--- config.mk ---
export PLATFORM = sky130hd
export DESIGN_NAME = line_motion
export DESIGN_NICKNAME = d
export VERILOG_FILES = /design/src/rtl/line_motion.sv
export SDC_FILE = /design/constraint.sdc
export NUM_CORES = 1
export LEC_CHECK = 0
export CELL_PAD_IN_SITES_DETAIL_PLACEMENT = 1
export CELL_PAD_IN_SITES_GLOBAL_PLACEMENT = 1
export CORE_ASPECT_RATIO = 0.6
export CORE_UTILIZATION = 41
export DETAILED_ROUTE_END_ITERATION = 8
export PLACE_DENSITY_LB_ADDON = 0.1
export SYNTH_ARGS = -nofsm -noshare
export SYNTH_HDL_FRONTEND = slang
export SYNTH_SLANG_ARGS = --single-unit
--- constraint.sdc ---
create_clock -name clk -period 4.83 [get_ports clk]
set_clock_uncertainty 0.1 [all_clocks]
set_input_delay 0.483 -clock clk [delete_from_list [all_inputs] [get_ports clk]]
set_output_delay 0.483 -clock clk [all_outputs]
set_load 0.05 [all_outputs]
--- src/rtl/line_motion.sv ---
// line_motion: game FSM, head kinematics, camera scroll, song progress and hint flags
module line_motion #(
  parameter int STEP        = 2,
  parameter int TOTAL_TICKS = 3000,
  parameter int START_X     = 336,
  parameter int START_Y     = 240,
  parameter int CENTER_X    = 320,
  parameter int CENTER_Y    = 240
) (
  input  logic        clk,
  input  logic        reset,
  input  logic        tick,
  input  logic        btn,
  input  logic        collide,
  output logic [15:0] head_x,
  output logic [15:0] head_y,
  output logic [15:0] scroll_x,
  output logic [15:0] scroll_y,
  output logic        turn,
  output logic [9:0]  progress,
  output logic        running,
  output logic        tips_display,
  output logic        tips_display_over
);
  localparam logic [15:0] SX = 16'(START_X);
  localparam logic [15:0] SY = 16'(START_Y);
  localparam logic [15:0] CX = 16'(CENTER_X);
  localparam logic [15:0] CY = 16'(CENTER_Y);
  localparam logic [15:0] ST = 16'(STEP);
  localparam logic [16:0] TT = 17'(TOTAL_TICKS);
  typedef enum logic [1:0] {IDLE, RUN, DEAD, DONE} state_t;
  state_t state, state_nx;
  logic dir, step_en, turn_en, restart, roll;
  logic [16:0] acc, acc_sum, acc_nx;
  logic [15:0] hx_nx, hy_nx;
  logic [9:0] prog_nx;
  // collide in RUN suppresses both the step and the turn
  always_comb begin
    step_en = state == RUN && tick && !collide;
    turn_en = state == RUN && btn && !collide;
    restart = (state == DEAD || state == DONE) && btn;
    acc_sum = acc + 17'd1000;
    roll    = acc_sum >= TT;
    hx_nx   = restart ? SX : (step_en && !dir) ? head_x + ST : head_x;
    hy_nx   = restart ? SY : (step_en && dir) ? head_y + ST : head_y;
    acc_nx  = restart ? '0 : !step_en ? acc : roll ? acc_sum - TT : acc_sum;
    prog_nx = restart ? '0 : (step_en && roll && progress != 10'd1000) ? progress + 10'd1 : progress;
  end
  always_comb begin
    state_nx = state;
    case (state)
      IDLE: state_nx = btn ? RUN : IDLE;
      RUN:  state_nx = collide ? DEAD : (prog_nx == 10'd1000) ? DONE : RUN;
      DEAD: state_nx = btn ? IDLE : DEAD;
      DONE: state_nx = btn ? IDLE : DONE;
      default: state_nx = IDLE;
    endcase
  end
  always_ff @(posedge clk) begin
    if (reset) begin
      state    <= IDLE;
      head_x   <= SX;
      head_y   <= SY;
      scroll_x <= SX - CX + 16'd1;
      scroll_y <= SY - CY + 16'd1;
      dir      <= 1'b0;
      acc      <= '0;
      progress <= '0;
      turn     <= 1'b0;
    end else begin
      state    <= state_nx;
      head_x   <= hx_nx;
      head_y   <= hy_nx;
      scroll_x <= hx_nx - CX + 16'd1;
      scroll_y <= hy_nx - CY + 16'd1;
      dir      <= restart ? 1'b0 : dir ^ turn_en;
      acc      <= acc_nx;
      progress <= prog_nx;
      turn     <= turn_en;
    end
  end
  always_comb begin
    running           = state == RUN;
    tips_display      = state == IDLE;
    tips_display_over = state == DEAD || state == DONE;
  end
endmodule

==> flow_summary.yaml, run 1 <==
worst_hold_path:
  worstHoldPathType: "flip-flop to flip-flop"
critical_path:
  r2r_cells: 11
  cp-startpoint: "acc[5]"
  rr_startpoint: "acc[5]"
  critPathCapture: "acc[6]"
  worstPathRequired_ns: 4.94
  crit_type: "flip-flop to flip-flop"
  crit_path_start_kind: "flip-flop"
  rrSetupSlack_ns: 0.70
  endpoint_kind: "flip-flop"
  regToRegEndpoint: "acc[6]"
  cp_max_fo: 15
  cp.arrival_ns: 4.24
layout:
  final_core_util: 0.527
  fill_cells: 1499
  design_area_um2: 6520
  nNetsFinal: 719
  layout-drive-gt1-share: 0.0845
  synthToLayoutAreaGrowth_pct: 22.2
  finalNonFillerCells: 875
  antennaDiodeCount: 0
cts:
  cts-hold-fix-buffers: 0
  cts_buffer_depth: 2
  cts_tree: "done"
  clkLatencyLatePin_ns: 0.34
  cts_htree_levels: 3
  cts_sinks: 92
  post-cts-setup-buffers: 0
  clockRootBuffer: "clkbuf_16"
  clk_pin_slew_worst_paths_ns: 0.07
  ctsResizeCount: 0
  cts_buffers: 9
place:
  place_inst: 859
  place.gp.congestion: 0.874
  port_buffers: 82
  dpl.hpwl_um: 12100
  dpl-instance-area_um2: 6230
  dp_slack_ns: 0.799
timing:
  slew_violations: 0
  worstMarginPinSlew_ns: 1.05
  max_freq_ghz: 0.242
  fin_tns_setup_ns: 0
  setup_slack_ns: 0.702
  relSlewSlack: 0.296
  setup_viol: 0
  fin_crit_ns: 4.13
  holdWs_ns: 0.334
  fin_crit_sh: 0.855
  rsz0062_at_grt: "no"
  finalHoldViolCount: 0
power_and_ir_drop:
  p_sw_uw: 436
  internal-power_mw: 1.18
  p_seq_frac: 0.481
  peakVddDrop_uv: 144
  finalPower_mw: 1.61
  power_switching_share: 0.271
  pwr-share-comb: 0.082
  clock_power_share: 0.438
  pwr_density_cell_nw_per_um2: 247
  p_leak_nw: 2.26
die:
  initial_utilization: 0.431
  die_x_um: 149
  core-area_um2: 12400
  io_pins: 83
  rows: 31
  die_h_um: 90.4
  dieArea_um2: 13500
grt:
  grt.overflow.total: 0
  grt_pass1_vias: 5095
  grt_first_pass_wirelength_um: 27300
  antenna_found_initial: 0
  grt_usage: 0.256
  grt_max_degree: 51
flow_run:
  max_cap_violations: 0
status:
  status: "completed"
synth:
  synthTopCellsByArea: "dfxtp_1, xnor2_1, nor2_1"
  ys_types: 79
  ys.flop_type: "dfxtp_1"
  yosysWarnings: 0
  synth_area_um2: 5340
  synth_largest_area_cell: "dfxtp_1"
  synth_top_area_share: 0.345
  syn_inst: 642
  synth_fp_nets: 656
  synth.top_cells.by_count: "dfxtp_1, nor2_1, nand2_1, xnor2_1, clkbuf_1"
  yosysMostFrequentCell: "dfxtp_1"
  synth_edf_count: 0
  async_flop_share: 0
  yosysSeqAreaShare: 0.345
  ys_ff_latch: 92
  postSynthAreaPerCell_um2: 8.32
drt:
  first_iter_violations: 274
  postRouteAntennaNets: 0
  routedWlPerCell_um: 18.7
  drc: 0
  vias: 5037
  drt_pass1_iterations: 5
  vias_per_cell: 5.76
  wirelength_um: 16400
[sequential cells by signal, summed over array words and instances (netlist names)]
register	count
state	2
scroll_y	16
head_y	16
head_x	16
scroll_x	16
progress	10
dir	1
acc	14
turn	1
[how the worst min path moves through the flow]
stage / startpoint / endpoint / slack [ns] / cells past startpoint
2_1_floorplan: acc[4] / acc[4] / 0.37 / 2
3_3_place_gp: head_x[0] / scroll_x[0] / 0.31 / 1
3_5_place_dp: head_y[0] / scroll_y[0] / 0.31 / 1
4_1_cts: head_y[0] / scroll_y[0] / 0.34 / 1
5_1_grt: reset / turn / 0.36 / 2
6_report: head_y[0] / scroll_y[0] / 0.33 / 1
[power by group through the flow]
stage                     clock network, mW  registers (mW)  logic (mW)
after global routing                  0.753           0.777       0.142
after global placement                    0           0.792       0.126
after CTS                             0.721           0.775       0.129
final                                 0.706           0.776       0.132
after detailed placement                  0           0.793       0.128
after floorplan                           0           0.789      0.0951
[placed cells by master (no fill, tap or decap), types with 4 or more instances in the layout]
cell type	Yosys	layout
dfxtp_1	92	92
clkdlybuf4s50_1	0	81
nor2_1	80	80
nand2_1	52	52
xnor2_1	38	38
a21oi_1	24	24
nand3_1	23	23
xor2_1	20	20
inv_1	19	19
o21ai_0	18	18
nand4_1	17	17
nor3_1	17	17
or3_1	16	16
nor4_1	12	12
nor2b_1	10	10
ha_1	9	9
clkbuf_16	0	9
and2_1	8	8
o31ai_1	8	8
or2_2	8	8
buf_4	2	8
a21o_1	7	7
and3_1	7	7
o21a_1	6	6
mux2i_1	6	6
or4_1	5	5
a31oi_1	5	5
a211o_1	5	5
a21boi_0	4	4
a211oi_1	4	4
o2bb2ai_1	4	4
o22ai_1	4	4
nand3b_1	4	4
[logic make-up after synthesis]
logic type / after synthesis / share of synthesized area
and+or+nand+nor: 288 / 0.286
AOI/OAI and AO/OA: 131 / 0.190
DFF: 92 / 0.345
xor gates and xnor gates: 58 / 0.0951
buffers and inverters: 57 / 0.0492
adders and majority gates: 9 / 0.0211
muxes: 7 / 0.0134
[per-layer routing]
layer  global-route usage  up-vias  routed length, µm  part of all wire
met1                0.376     2442               8280              0.51
li1                     -     2436                  -                 -
met2                0.381      140               7020              0.43
met3               0.0525       19                910             0.056
met5                    0        -                  0                 0
met4               0.0510        0                160            0.0098
[critical path: stages, from the launching register on]
cell and delay, ns:
dfxtp_1 0.63, inv_1 0.15, ha_1 0.32, a211oi_2 0.43, nand3_1 0.13, buf_4 0.19, or3_1 0.42, a32o_2 0.35
nor3_4 0.53, o41ai_1 0.17, o311ai_0 0.43, o41ai_1 0.13
[cell type report]
cell class                      count  area, µm²  area share
Clock inverter                      6       53.8     0.00825
Timing Repair Buffer               90        876       0.134
Sequential cell                    92       1840       0.282
Clock buffer                       10        239      0.0366
Multi-Input combinational cell    493       3230       0.496
Inverter                           19       71.3      0.0109
Tap cell                          165        206      0.0317
Power figures use the tool's default switching activity.
==> run 2, diff against run 1 <==
==> constraint.sdc (replaced) <==
create_clock -name clk -period 4.83 [get_ports clk]
set_clock_uncertainty 0.1 [all_clocks]
set_input_delay 0.483 -clock clk [delete_from_list [all_inputs] [get_ports clk]]
set_output_delay 0.483 -clock clk [all_outputs]
set_load 0.005 [all_outputs]
==> results of run 2 <==
The final DEF is identical to that of run 1. Status: completed.
Main changes from that run: total power 1.61 mW -> 1.60 mW
